$ cat src/rtl/uart_bus_bridge.sv
`default_nettype none
// ============================================================================
//  Module   : uart_bus_bridge
//  Brief    : UART byte-stream to bus-master bridge. Host frames are
//             CMD ('R'/'W'), address bytes, [write data bytes], [CSUM].
//             One bus transaction is issued per frame. A status byte is
//             returned, followed by read data when the read succeeds.
//  Options  : UART_BRIDGE_CHECKSUM_EN -- XOR checksum on frames and read replies
//  Revision : 1.0 - initial release
// ============================================================================
module uart_bus_bridge #(
    parameter int ADDR_WIDTH  = 32,
    parameter int DATA_WIDTH  = 32,
    parameter int BUS_TIMEOUT = 1024,
    parameter int RX_TIMEOUT  = 50000
) (
    input  logic                  clk,
    input  logic                  rst,
    input  logic [7:0]            i_rx_data,
    input  logic                  i_rx_valid,
    output logic [7:0]            o_tx_data,
    output logic                  o_tx_valid,
    input  logic                  i_tx_busy,
    output logic [ADDR_WIDTH-1:0] o_bus_address,
    output logic [DATA_WIDTH-1:0] o_bus_data,
    output logic                  o_bus_rnw,
    output logic                  o_bus_en,
    input  logic [DATA_WIDTH-1:0] i_bus_rdata,
    input  logic                  i_bus_done,
    output logic                  o_busy
);

    localparam int         c_BT_W      = $clog2(BUS_TIMEOUT + 1);
    localparam int         c_RT_W      = $clog2(RX_TIMEOUT + 1);
    localparam logic [7:0] c_ADDR_LAST = 8'(ADDR_WIDTH / 8 - 1);
    localparam logic [7:0] c_DATA_LAST = 8'(DATA_WIDTH / 8 - 1);
    localparam logic [c_BT_W-1:0] c_BUS_LAST = c_BT_W'(BUS_TIMEOUT - 1);
    localparam logic [c_RT_W-1:0] c_RX_LAST  = c_RT_W'(RX_TIMEOUT - 1);

    localparam logic [7:0] c_CMD_RD = 8'h52;
    localparam logic [7:0] c_CMD_WR = 8'h57;
    localparam logic [7:0] c_ST_OK  = 8'h4B;
    localparam logic [7:0] c_ST_ERR = 8'h45;

    localparam logic [2:0] c_IDLE    = 3'd0;
    localparam logic [2:0] c_RX_ADDR = 3'd1;
    localparam logic [2:0] c_RX_DATA = 3'd2;
    localparam logic [2:0] c_BUS     = 3'd3;
    localparam logic [2:0] c_TX_STAT = 3'd4;
    localparam logic [2:0] c_TX_DATA = 3'd5;
`ifdef UART_BRIDGE_CHECKSUM_EN
    localparam logic [2:0] c_RX_CSUM = 3'd6;
    localparam logic [2:0] c_TX_CSUM = 3'd7;
    localparam logic [7:0] c_ST_CSUM = 8'h43;
`endif

    logic [2:0]            state_q,    state_d;
    logic [7:0]            byte_cnt_q, byte_cnt_d;
    logic [ADDR_WIDTH-1:0] addr_q,     addr_d;
    logic [DATA_WIDTH-1:0] data_q,     data_d;
    logic                  is_read_q,  is_read_d;
    logic [7:0]            csum_q,     csum_d;
    logic [c_RT_W-1:0]     rx_tmo_q,   rx_tmo_d;
    logic [c_BT_W-1:0]     bus_tmo_q,  bus_tmo_d;
    logic                  bus_en_q,   bus_en_d;
    logic                  tx_valid_q, tx_valid_d;
    logic [7:0]            tx_data_q,  tx_data_d;

    // Frame is complete and verified: request handed to the bus next cycle.
    logic       w_start_bus;
    // A status byte must be presented; w_status selects which one.
    logic       w_start_tx;
    logic [7:0] w_status;

    // Next-state logic for frame reception, bus request and reply transmission.
    always_comb begin
        state_d     = state_q;
        byte_cnt_d  = byte_cnt_q;
        addr_d      = addr_q;
        data_d      = data_q;
        is_read_d   = is_read_q;
        csum_d      = csum_q;
        rx_tmo_d    = rx_tmo_q;
        bus_tmo_d   = bus_tmo_q;
        bus_en_d    = bus_en_q;
        tx_valid_d  = tx_valid_q;
        tx_data_d   = tx_data_q;
        w_start_bus = 1'b0;
        w_start_tx  = 1'b0;
        w_status    = c_ST_OK;

        case (state_q)
            c_IDLE: begin
                // Anything but a command byte is dropped here.
                if (i_rx_valid && (i_rx_data == c_CMD_RD || i_rx_data == c_CMD_WR)) begin
                    is_read_d  = (i_rx_data == c_CMD_RD);
                    csum_d     = i_rx_data;
                    byte_cnt_d = 8'd0;
                    rx_tmo_d   = '0;
                    state_d    = c_RX_ADDR;
                end
            end
`ifdef UART_BRIDGE_CHECKSUM_EN
            c_RX_ADDR, c_RX_DATA, c_RX_CSUM: begin
`else
            c_RX_ADDR, c_RX_DATA: begin
`endif
                if (i_rx_valid) begin
                    rx_tmo_d = '0;
                    csum_d   = csum_q ^ i_rx_data;
                    if (state_q == c_RX_ADDR) begin
                        addr_d = (addr_q << 8) | ADDR_WIDTH'(i_rx_data);
                        if (byte_cnt_q == c_ADDR_LAST) begin
                            byte_cnt_d = 8'd0;
                            if (!is_read_q) begin
                                state_d = c_RX_DATA;
                            end else begin
`ifdef UART_BRIDGE_CHECKSUM_EN
                                state_d = c_RX_CSUM;
`else
                                w_start_bus = 1'b1;
`endif
                            end
                        end else begin
                            byte_cnt_d = byte_cnt_q + 8'd1;
                        end
                    end else if (state_q == c_RX_DATA) begin
                        data_d = (data_q << 8) | DATA_WIDTH'(i_rx_data);
                        if (byte_cnt_q == c_DATA_LAST) begin
                            byte_cnt_d = 8'd0;
`ifdef UART_BRIDGE_CHECKSUM_EN
                            state_d = c_RX_CSUM;
`else
                            w_start_bus = 1'b1;
`endif
                        end else begin
                            byte_cnt_d = byte_cnt_q + 8'd1;
                        end
                    end
`ifdef UART_BRIDGE_CHECKSUM_EN
                    else begin
                        // Received byte must equal the XOR of everything before it.
                        if (i_rx_data == csum_q) begin
                            w_start_bus = 1'b1;
                        end else begin
                            w_start_tx = 1'b1;
                            w_status   = c_ST_CSUM;
                        end
                    end
`endif
                end else if (rx_tmo_q == c_RX_LAST) begin
                    // Host went silent mid-frame: abandon it without a reply.
                    state_d = c_IDLE;
                end else begin
                    rx_tmo_d = rx_tmo_q + 1'b1;
                end
            end
            c_BUS: begin
                // Completion is checked first so a done on the last allowed cycle still succeeds.
                if (i_bus_done) begin
                    bus_en_d   = 1'b0;
                    w_start_tx = 1'b1;
                    w_status   = c_ST_OK;
                    if (is_read_q) begin
                        data_d = i_bus_rdata;
                    end
                end else if (bus_tmo_q == c_BUS_LAST) begin
                    bus_en_d   = 1'b0;
                    w_start_tx = 1'b1;
                    w_status   = c_ST_ERR;
                end else begin
                    bus_tmo_d = bus_tmo_q + 1'b1;
                end
            end
            c_TX_STAT: begin
                if (!i_tx_busy) begin
                    if (is_read_q && tx_data_q == c_ST_OK) begin
                        state_d    = c_TX_DATA;
                        byte_cnt_d = 8'd0;
                        tx_data_d  = data_q[DATA_WIDTH-1 -: 8];
                        csum_d     = csum_q ^ data_q[DATA_WIDTH-1 -: 8];
                        data_d     = data_q << 8;
                    end else begin
                        tx_valid_d = 1'b0;
                        state_d    = c_IDLE;
                    end
                end
            end
            c_TX_DATA: begin
                if (!i_tx_busy) begin
                    if (byte_cnt_q == c_DATA_LAST) begin
                        byte_cnt_d = 8'd0;
`ifdef UART_BRIDGE_CHECKSUM_EN
                        state_d   = c_TX_CSUM;
                        tx_data_d = csum_q;
`else
                        tx_valid_d = 1'b0;
                        state_d    = c_IDLE;
`endif
                    end else begin
                        byte_cnt_d = byte_cnt_q + 8'd1;
                        tx_data_d  = data_q[DATA_WIDTH-1 -: 8];
                        csum_d     = csum_q ^ data_q[DATA_WIDTH-1 -: 8];
                        data_d     = data_q << 8;
                    end
                end
            end
`ifdef UART_BRIDGE_CHECKSUM_EN
            c_TX_CSUM: begin
                if (!i_tx_busy) begin
                    tx_valid_d = 1'b0;
                    state_d    = c_IDLE;
                end
            end
`endif
            default: begin
                state_d = c_IDLE;
            end
        endcase

        if (w_start_bus) begin
            state_d   = c_BUS;
            bus_en_d  = 1'b1;
            bus_tmo_d = '0;
        end
        // Reply checksum is seeded with the status byte.
        if (w_start_tx) begin
            state_d    = c_TX_STAT;
            tx_valid_d = 1'b1;
            tx_data_d  = w_status;
            csum_d     = w_status;
        end
    end

    // State registers with synchronous reset.
    always_ff @(posedge clk) begin
        if (rst) begin
            state_q    <= c_IDLE;
            byte_cnt_q <= 8'd0;
            addr_q     <= '0;
            data_q     <= '0;
            is_read_q  <= 1'b0;
            csum_q     <= 8'd0;
            rx_tmo_q   <= '0;
            bus_tmo_q  <= '0;
            bus_en_q   <= 1'b0;
            tx_valid_q <= 1'b0;
            tx_data_q  <= 8'd0;
        end else begin
            state_q    <= state_d;
            byte_cnt_q <= byte_cnt_d;
            addr_q     <= addr_d;
            data_q     <= data_d;
            is_read_q  <= is_read_d;
            csum_q     <= csum_d;
            rx_tmo_q   <= rx_tmo_d;
            bus_tmo_q  <= bus_tmo_d;
            bus_en_q   <= bus_en_d;
            tx_valid_q <= tx_valid_d;
            tx_data_q  <= tx_data_d;
        end
    end

    assign o_tx_data     = tx_data_q;
    assign o_tx_valid    = tx_valid_q;
    assign o_bus_address = addr_q;
    assign o_bus_data    = data_q;
    assign o_bus_rnw     = is_read_q;
    assign o_bus_en      = bus_en_q;
    assign o_busy        = (state_q != c_IDLE);

endmodule
`default_nettype wire

$ cat config.mk
export PLATFORM = sky130hd
export DESIGN_NAME = uart_bus_bridge
export DESIGN_NICKNAME = d
export VERILOG_FILES = /design/src/rtl/uart_bus_bridge.sv
export SDC_FILE = /design/constraint.sdc
export NUM_CORES = 1
export LEC_CHECK = 0
export CAP_MARGIN = 10
export CELL_PAD_IN_SITES_DETAIL_PLACEMENT = 0
export CELL_PAD_IN_SITES_GLOBAL_PLACEMENT = 2
export CORE_ASPECT_RATIO = 0.5
export CORE_UTILIZATION = 31
export DETAILED_ROUTE_END_ITERATION = 8
export PLACE_DENSITY = 0.84
export SYNTH_ARGS = -nofsm -noshare
export SYNTH_HDL_FRONTEND = slang
export SYNTH_SLANG_ARGS = --single-unit
export TNS_END_PERCENT = 100
$ cat constraint.sdc
create_clock -name clk -period 5.91 [get_ports clk]
set_input_delay 0.8865 -clock clk [delete_from_list [all_inputs] [get_ports clk]]
set_output_delay 0.8865 -clock clk [all_outputs]
set_load 0.005 [all_outputs]
== Yosys cells after proc, flatten, opt, wreduce, memory -nomap -nowiden ==
Cells that the tools add are included.

* Latch bits: 0
* Memory bits (writable): 0
* Register bits: 113
* Memories: 0
* Word-level logic and storage cells: 155
* Input port bits: 45
* Memory bits (read-only): 0

* Multipliers: 0
* Add/sub/neg operators: 3
* Divide/modulo/power cells: 0
* Reduce and logical (&&, ||, !) cells: 25
* Shifts and indexed selects: 0
* Muxes and demuxes: 65
* Bitwise logic cells: 4
* $lt $le $gt $ge: 0
* Equality and inequality tests: 47

{| class="wikitable"
|+ Operators by type and width
! operator !! number
|-
| 2-to-1 mux 32 bit || 9
|-
| one-hot mux 32 bit (4 select lines) || 1
|-
| 2-to-1 mux 8 bit || 13
|-
| bitwise OR 32 x 8 -> 32 bit || 2
|-
| 2-to-1 mux 16 bit || 3
|-
| inequality test 3 bit (second input constant) || 13
|-
| 2-to-1 mux 3 bit || 12
|-
| inequality test 4 bit (second input constant) || 8
|-
| one-hot mux 16 bit (2 select lines) || 1
|-
| one-hot mux 8 bit (4 select lines) || 1
|-
| equality test 8 x 7 -> 1 bit (second input constant) || 3
|-
| inequality test 2 bit (second input constant) || 11
|-
| inequality test 5 bit (second input constant) || 4
|-
| 2-to-1 mux 1 bit || 19
|-
| AND reduction 9 bit || 2
|-
| adder 16 x 1 -> 16 bit (second input constant) || 1
|-
| equality test 16 bit (second input constant) || 1
|-
| one-hot mux 8 bit (2 select lines) || 1
|-
| one-hot mux 3 bit (5 select lines) || 1
|-
| 2-to-1 mux 4 bit || 3
|-
| adder 11 x 1 -> 11 bit (second input constant) || 1
|-
| equality test 11 x 10 -> 1 bit (second input constant) || 1
|-
| AND reduction 10 bit || 1
|-
| AND reduction 5 bit || 2
|-
| other kinds (17) || 30
|}

== Longest topological paths before layout ==
Gate-level depths: netlist of the first run.

* Word-level depth: 8
* Gate-level depth with buffers: 10
* Gate-level depth less buffers: 6

== Least setup slack after synthesis of the first run ==
No wires, ideal clock.

* Path kind: input to register
* From: input port i_rx_data[1]
* To: register rx_tmo_q[2]
* Data required time: 5.778 ns
* Slack: 3.483 ns
* Library setup time: 0.132 ns
* Stages: 6
* Data arrival time: 2.295 ns
* Buffers on the path: 1
* Path through: and3b_1 a311oi_1 a211o_1 buf_2 or3_1 a21oi_1

* Word-level cells in the longest chain between the ends: 5
* Elaborated cells between the ends (all ways): 6
* Those cells by class: 3 x eq/ne; 3 x reduce/logical

{| class="wikitable"
|+ RTL lines
! item !! RTL line !! text
|-
| from (decl) || 19 || <nowiki>input logic [7:0] i_rx_data,</nowiki>
|-
| equality test 8 x 7 -> 1 bit || 95 || <nowiki>if (i_rx_valid && (i_rx_data == c_CMD_RD || i_rx_data == c_CMD_WR)) begin</nowiki>
|-
| logical OR 1 bit * || 95 ||
|-
| logical AND 1 bit * || 95 ||
|-
| inequality test 2 bit (no source line) * || - ||
|-
| AND reduction 3 bit (no source line) * || - ||
|-
| to (signal assigned) || 256 || <nowiki>rx_tmo_q <= rx_tmo_d;</nowiki>
|-
| to (decl) || 63 || <nowiki>logic [c_RT_W-1:0] rx_tmo_q, rx_tmo_d;</nowiki>
|}

Mark *: on every way between the ends. The rest lies on a longest branch, timed or not.
A chain may end at the register's enable or synchronous reset.

== Final worst setup path of the first run ==
* From: input port i_rx_valid
* To: register data_q[15], in the netlist o_bus_data[15]

* Word-level cells in the longest chain between the ends: 2

{| class="wikitable"
|+ RTL lines
! item !! RTL line !! text
|-
| from (decl) || 20 || <nowiki>input logic i_rx_valid,</nowiki>
|-
| inequality test 2 bit (no source line) || - ||
|-
| AND reduction 10 bit (no source line) || - ||
|-
| to (signal assigned) || 253 || <nowiki>data_q <= data_d;</nowiki>
|-
| to (decl) || 60 || <nowiki>logic [DATA_WIDTH-1:0] data_q, data_d;</nowiki>
|}

No other way between the ends.

==> results.txt, run 1 <==
status -> finished, final reports clean
clock skew -> 0.0127 ns
area of the mapped netlist -> 5300 um^2
final wirelength -> 15900 um
WP data arrival -> 3.63 ns
die area -> 17700 um^2
clock latency at the later pin of the worst-skew pair -> 0.42 ns
pin count of the biggest net entering global routing -> 56
Rows -> 33
first-pass GRT wire length -> 25600 um
Antenna diodes -> 0
post-CTS setup buffer count -> 0
register clock-pin slew on the reported worst setup and hold paths -> 0.06 ns
ordered cell list for the critical path -> clkdlybuf4s50_1, or3b_1, a21oi_1, a211oi_4, buf_4, and2_1, a211oi_1
fin crit period -> 3.40 ns
Syn Inst Count -> 641
post-cts sizing count -> 0
footprint of the multi-input gates -> 2810 um^2
port bufs -> 120
Seq/Total Area, Yosys -> 42.7%
DR iter-0 viols -> 370
global route overflow -> 0
number of synthesized flops with an enable pin -> 0
mean post-synth cell area -> 8.27 um^2
Initial Util -> 32.0%
Final Util -> 44.1%
fmax -> 294 MHz
critical-path maximum fanout -> 33
layout cells sized above 1 -> 7.16%
drt pass-1 iters -> 5
Synth Flop Type -> dfxtp_1
CP Capture Type -> register
Fill cells -> 1642
Total GRT Usage -> 18.1%
share of synthesized flip-flops with an asynchronous set or reset -> 0%
DR vias/cell -> 5.22
area delta synth->final -> 37.8%
cell taking the most area after synthesis -> dfxtp_1
final hold vios -> 0
Die W -> 187 um
Max transition margin -> 20.0%
Min-Delay Path Class -> reg -> reg
critical path's slowest cell -> and2_1
detailed-route wire length per cell -> 16.3 um
Max-cap violations -> 0
Post-Syn Nets -> 690
FF+latch count, synth -> 113
Slew Viols, Final -> 0
Leakage -> 2.37 nW
CTS H-tree depth -> 4
Critical Path Max Stage Delay -> 0.99 ns
kind of critical path -> in -> reg
number of I/O pins -> 121
Num Clock Sinks -> 113
RSZ-0062 raised after global routing -> no
final instance area -> 7310 um^2
Worst-Margin Slew -> 1.20 ns
vias in the first global route -> 4737
vias post-DR -> 5125
Tcrit/Tclk final -> 57.6%
peak supply drop -> 0.212 mV
Worst setup SP type -> input port
Yosys top cell area share -> 42.7%
Yosys cell types -> 66
Die H -> 94.5 um
RD Place Congestion -> 0.813
CTS tree -> done
Hold Buf Count CTS -> 0
drc violations -> 0
Detail Route Antenna Nets -> 0
Sequential Area -> 2260 um^2
setup_tns -> 0 ns
synthesis warning total -> 0
CTS Root Cell -> clkbuf_16
area of the core -> 16600 um^2
# setup viols final -> 0
Pwr Density -> 382 nW/um^2
Layout Nets -> 790
Post-DP HPWL -> 10700 um
CP delay by family, top -> simple AND/OR/NAND/NOR gates
synth top area cells -> dfxtp_1, a21oi_1, nand2_1
CTS Buffer Depth -> 2
number of CTS-inserted buffers -> 17
Placed Area -> 6660 um^2
initial antenna violation count -> 0
critical path required time -> 6.14 ns
Buf/Inv on CP -> 2
## where the power goes
group | switching (mW) | total (mW) | internal, mW
combinational | 0.350 | 0.685 | 0.335
clock | 0.382 | 1.14 | 0.759
sequential | 0.110 | 0.968 | 0.858
total | 0.842 | 2.79 | 1.95
## per-stage QoR
stage | setup WS [ns] | cells | power, mW | hold WS, ns
global route | 2.30 | 981 | 2.93 | 0.483
detailed placement | 2.15 | 949 | 1.66 | 0.446
floorplan | 3.48 | 641 | 1.34 | 0.445
global placement | 2.20 | 949 | 1.66 | 0.443
CTS | 2.56 | 981 | 2.82 | 0.454
finish | 2.51 | 981 | 2.79 | 0.451
## synthesized netlist by cell type (all sizes together) (3+ instances only)
master and instances:
dfxtp 113, a21oi 93, nand2 88, clkbuf 36
a211oi 35, nand3 28, nor2 27, a22oi 24
inv 17, o21ai 15, nand4 12, nor3 9
o31ai 9, and3 8, buf 8, nor3b 8
o211ai 8, nand2b 7, or3 7, or4 7
xor2 7, a31oi 6, and2 5, mux2i 5
nor4 5, xnor2 5, ha 4, nor2b 4
a21boi 3, and3b 3, and4 3, nor4b 3
## registers in the layout (all words and copies together), names as in the netlist
register,cells
o_bus_address,32
o_bus_data,32
rx_tmo_q,16
bus_tmo_q,11
byte_cnt_q,8
o_tx_data,8
state_q,3
o_bus_en,1
o_bus_rnw,1
o_tx_valid,1
## cells by family after synthesis
logic type,Yosys count,synth area share (%)
flops,113,42.7
buf+inv,62,4.58
mux,5,0.944
simple gates,230,22.6
fa+ha+maj,4,0.944
compound gates,215,26.3
xor+xnor,12,1.98
## routing by layer
layer  vias up  wire (um)  GRT usage [%]
met4         0        112           4.51
li1       2571          -              -
met3        14        564           4.16
met5         -          0              0
met1      2437       8280           25.4
met2       103       6990           28.0
## layout make-up
type | count | area share [%]
clock buffer | 19 | 6.06
clock inverter | 13 | 2.84
inverter | 18 | 0.924
multi-input combinational | 466 | 38.5
sequential | 113 | 31.0
tap | 227 | 3.89
timing repair buffer | 125 | 16.9
## worst register-to-register path: cells and delay by family (launching register included)
kind / cells / cell delay (ns)
DFF: 1 / 0.33
buffers and inverters: 1 / 0.35
AOI/OAI and AO/OA: 3 / 0.86
and+or+nand+nor: 2 / 1.61
## placed cells by master (no fill, tap or decap), drive strengths merged, types with 8 or more instances in the layout
master and instances:
nand3 28, dfxtp 113, clkdlybuf4s50 119, nor3b 8, o211ai 8, o31ai 9, and3 8, a211oi 35
nor2 27, nand4 12, nor3 9, o21ai 15, inv 18, clkbuf 19, a22oi 24, a21oi 93
nand2 88
## path summary, 6_finish.rpt
path	startpoint	cells past startpoint	slack, ns	to
max reg2reg	o_tx_data[4]$_SDFFE_PP0P_	6	2.57	o_bus_data[15]$_SDFFE_PP0P_
max	i_rx_valid	7	2.51	o_bus_data[15]$_SDFFE_PP0P_
min	o_bus_address[28]$_SDFFE_PP0P_	2	0.45	o_bus_address[28]$_SDFFE_PP0P_
min reg2reg	o_bus_address[28]$_SDFFE_PP0P_	2	0.45	o_bus_address[28]$_SDFFE_PP0P_
(Power assumes the default switching activity.)
==> run 2, diff against run 1 <==
--- a/config.mk
+++ b/config.mk
@@ -9,9 +9,9 @@
 export CELL_PAD_IN_SITES_DETAIL_PLACEMENT = 0
 export CELL_PAD_IN_SITES_GLOBAL_PLACEMENT = 2
 export CORE_ASPECT_RATIO = 0.5
-export CORE_UTILIZATION = 31
+export CORE_UTILIZATION = 26
 export DETAILED_ROUTE_END_ITERATION = 8
-export PLACE_DENSITY = 0.84
+export PLACE_DENSITY = 0.75
 export SYNTH_ARGS = -nofsm -noshare
 export SYNTH_HDL_FRONTEND = slang
 export SYNTH_SLANG_ARGS = --single-unit
==> constraint.sdc (replaced) <==
create_clock -name clk -period 3.11 [get_ports clk]
set_input_delay 0.4665 -clock clk [delete_from_list [all_inputs] [get_ports clk]]
set_output_delay 0.4665 -clock clk [all_outputs]
set_load 0.005 [all_outputs]
==> run 2 against run 1 <==
Net effect: flip-flop and latch count unchanged; setup slack worse by 1.8 ns; total power up 87%; global-route usage down 2.0 points; clock power up 76%; largest power group unchanged.
==> results.txt, run 2 (same netlist as run 1, synthesis figures left out) <==
status -> finished, final reports clean (unchanged)
# setup viols final -> 0 (unchanged)
clock skew -> 0.00788 ns (was 0.0127 ns)
Die H -> 103 um (was 94.5 um)
first-pass GRT wire length -> 26500 um (was 25600 um)
Initial Util -> 26.9% (was 32.0%)
Max-cap violations -> 0 (unchanged)
number of I/O pins -> 121 (unchanged)
drc violations -> 0 (unchanged)
fmax -> 411 MHz
layout cells sized above 1 -> 8.38% (was 7.16%)
met2 wire len -> 7300 um (was 6990 um)
initial antenna violation count -> 0 (unchanged)
CTS H-tree depth -> 4 (unchanged)
WP data arrival -> 1.97 ns (was 3.63 ns)
Top Metal Used -> met4 (unchanged)
port bufs -> 120 (unchanged)
Min-Delay Path Class -> in -> reg (was reg -> reg)
drt pass-1 iters -> 5 (unchanged)
r2r worst-path depth -> 5 (was 6)
final hold vios -> 0 (unchanged)
vias in the first global route -> 4760 (was 4737)
fin crit period -> 2.43 ns
DR vias/cell -> 4.99 (was 5.22)
critical path required time -> 2.64 ns (was 6.14 ns)
Tcrit/Tclk final -> 78.2%
DRT met1 WL -> 8670 um (was 8280 um)
Pwr Density -> 705 nW/um^2 (was 382 nW/um^2)
peak supply drop -> 0.379 mV (was 0.212 mV)
RSZ-0062 raised after global routing -> no (unchanged)
reg2reg end -> byte_cnt_q[7]$_SDFFE_PP0P_ (was o_bus_data[15]$_SDFFE_PP0P_)
Detail Route Antenna Nets -> 0 (unchanged)
Total GRT Usage -> 16.1% (was 18.1%)
hold path startpoint -> rst (was o_bus_address[28]$_SDFFE_PP0P_)
post-CTS setup buffer count -> 0 (unchanged)
Max transition margin -> 42.9% (was 20.0%)
final wirelength -> 16800 um (was 15900 um)
global route overflow -> 0 (unchanged)
area of the core -> 19700 um^2 (was 16600 um^2)
clock latency at the later pin of the worst-skew pair -> 0.41 ns (was 0.42 ns)
area delta synth->final -> 39.6% (was 37.8%)
CTS Buffer Depth -> 2 (unchanged)
CTS tree -> done (unchanged)
kind of critical path -> reg -> out (was in -> reg)
FF-to-FF setup slack -> 0.69 ns (was 2.57 ns)
Slew Viols, Final -> 0 (unchanged)
Leakage -> 2.41 nW (was 2.37 nW)
DR iter-0 viols -> 334 (was 370)
Hold Buf Count CTS -> 0 (unchanged)
commonest non-fill, non-tap cell in the layout -> clkdlybuf4s50_1 (unchanged)
Final Util -> 37.5% (was 44.1%)
Num Clock Sinks -> 113 (unchanged)
most frequent cells in the layout -> clkdlybuf4s50_1, dfxtp_1, a21oi_1, nand2_1, a211oi_1 (unchanged)
WL met3 -> 748 um (was 564 um)
setup_tns -> 0 ns (unchanged)
Rows -> 36 (was 33)
CTS Root Cell -> clkbuf_16 (unchanged)
register clock-pin slew on the reported worst setup and hold paths -> 0.05 ns (was 0.06 ns)
Layout Nets -> 801 (was 790)
pin count of the biggest net entering global routing -> 75 (was 56)
vias post-DR -> 5135 (was 5125)
Worst Hold Path Cells -> 3 (was 2)
CP Capture Type -> output pin (was register)
number of CTS-inserted buffers -> 17 (unchanged)
post-cts sizing count -> 0 (unchanged)
critical-path maximum fanout -> 20 (was 33)
RD Place Congestion -> 0.770 (was 0.813)
detailed-route wire length per cell -> 16.3 um (about the same)
die area -> 21000 um^2 (was 17700 um^2)
Worst setup SP type -> register (was input port)
Worst-Margin Slew -> 0.856 ns (was 1.20 ns)
worst reg2reg startpoint -> o_tx_data[4]$_SDFFE_PP0P_ (unchanged)
Post-DP HPWL -> 11500 um (was 10700 um)
hold endpoint -> o_tx_data[3]$_SDFFE_PP0P_ (was o_bus_address[28]$_SDFFE_PP0P_)
Die W -> 204 um (was 187 um)
Antenna diodes -> 0 (unchanged)
## run 2: area by class of cell
cell class,instances,area (um^2)
Fill cell,2059,12300
Sequential cell,113,2260
Clock inverter,10,134
Tap cell,266,333
Timing Repair Buffer,136,1330
Clock buffer,21,470
Inverter,18,67.6
Multi-Input combinational cell,466,2810
## run 2: worst max-delay path by stage
stage,endpoint,start,depth (start not counted),slack (ns)
floorplan,o_bus_data[10]$_SDFFE_PP0P_,state_q[1]$_SDFFE_PP0P_,10,0.98
detailed placement,rx_tmo_q[15]$_SDFFE_PP0P_,i_rx_data[5],6,0.43
CTS,o_busy,state_q[1]$_SDFFE_PP0P_,3,0.64
global placement,rx_tmo_q[15]$_SDFFE_PP0P_,i_rx_data[7],6,0.46
finish,o_busy,state_q[1]$_SDFFE_PP0P_,3,0.68
global route,o_busy,state_q[1]$_SDFFE_PP0P_,3,0.50
## run 2: critical path: stages (launching register included)
cell and delay, ns:
dfxtp_1 0.72, nor3_1 0.23, inv_1 0.09, clkdlybuf4s50_1 0.52
## run 2: per-layer routing
metal	GRT usage, %	up-vias
li1	-	2591
met1	23.3	2429
met2	23.4	109
met3	4.33	6
met4	3.96	0
met5	0	-
## run 2: through the flow
step | power [mW] | setup slack [ns] | instance area (um^2) | hold slack, ns | instances
floorplan | 2.54 | 0.979 | 5300 | 0.445 | 641
global placement | 3.24 | 0.464 | 6800 | 0.444 | 999
detailed placement | 3.24 | 0.428 | 6800 | 0.449 | 999
CTS | 5.28 | 0.641 | 7410 | 0.424 | 1030
global route | 5.52 | 0.504 | 7410 | 0.449 | 1030
finish | 5.22 | 0.677 | 7410 | 0.444 | 1030
## run 2: power breakdown
group | switching [mW] | total (mW) | internal (mW) | leakage (nW)
logic | 0.684 | 1.37 | 0.683 | 1.20
registers | 0.214 | 1.84 | 1.63 | 0.912
clock network | 0.700 | 2.01 | 1.31 | 0.295
total | 1.60 | 5.22 | 3.63 | 2.41
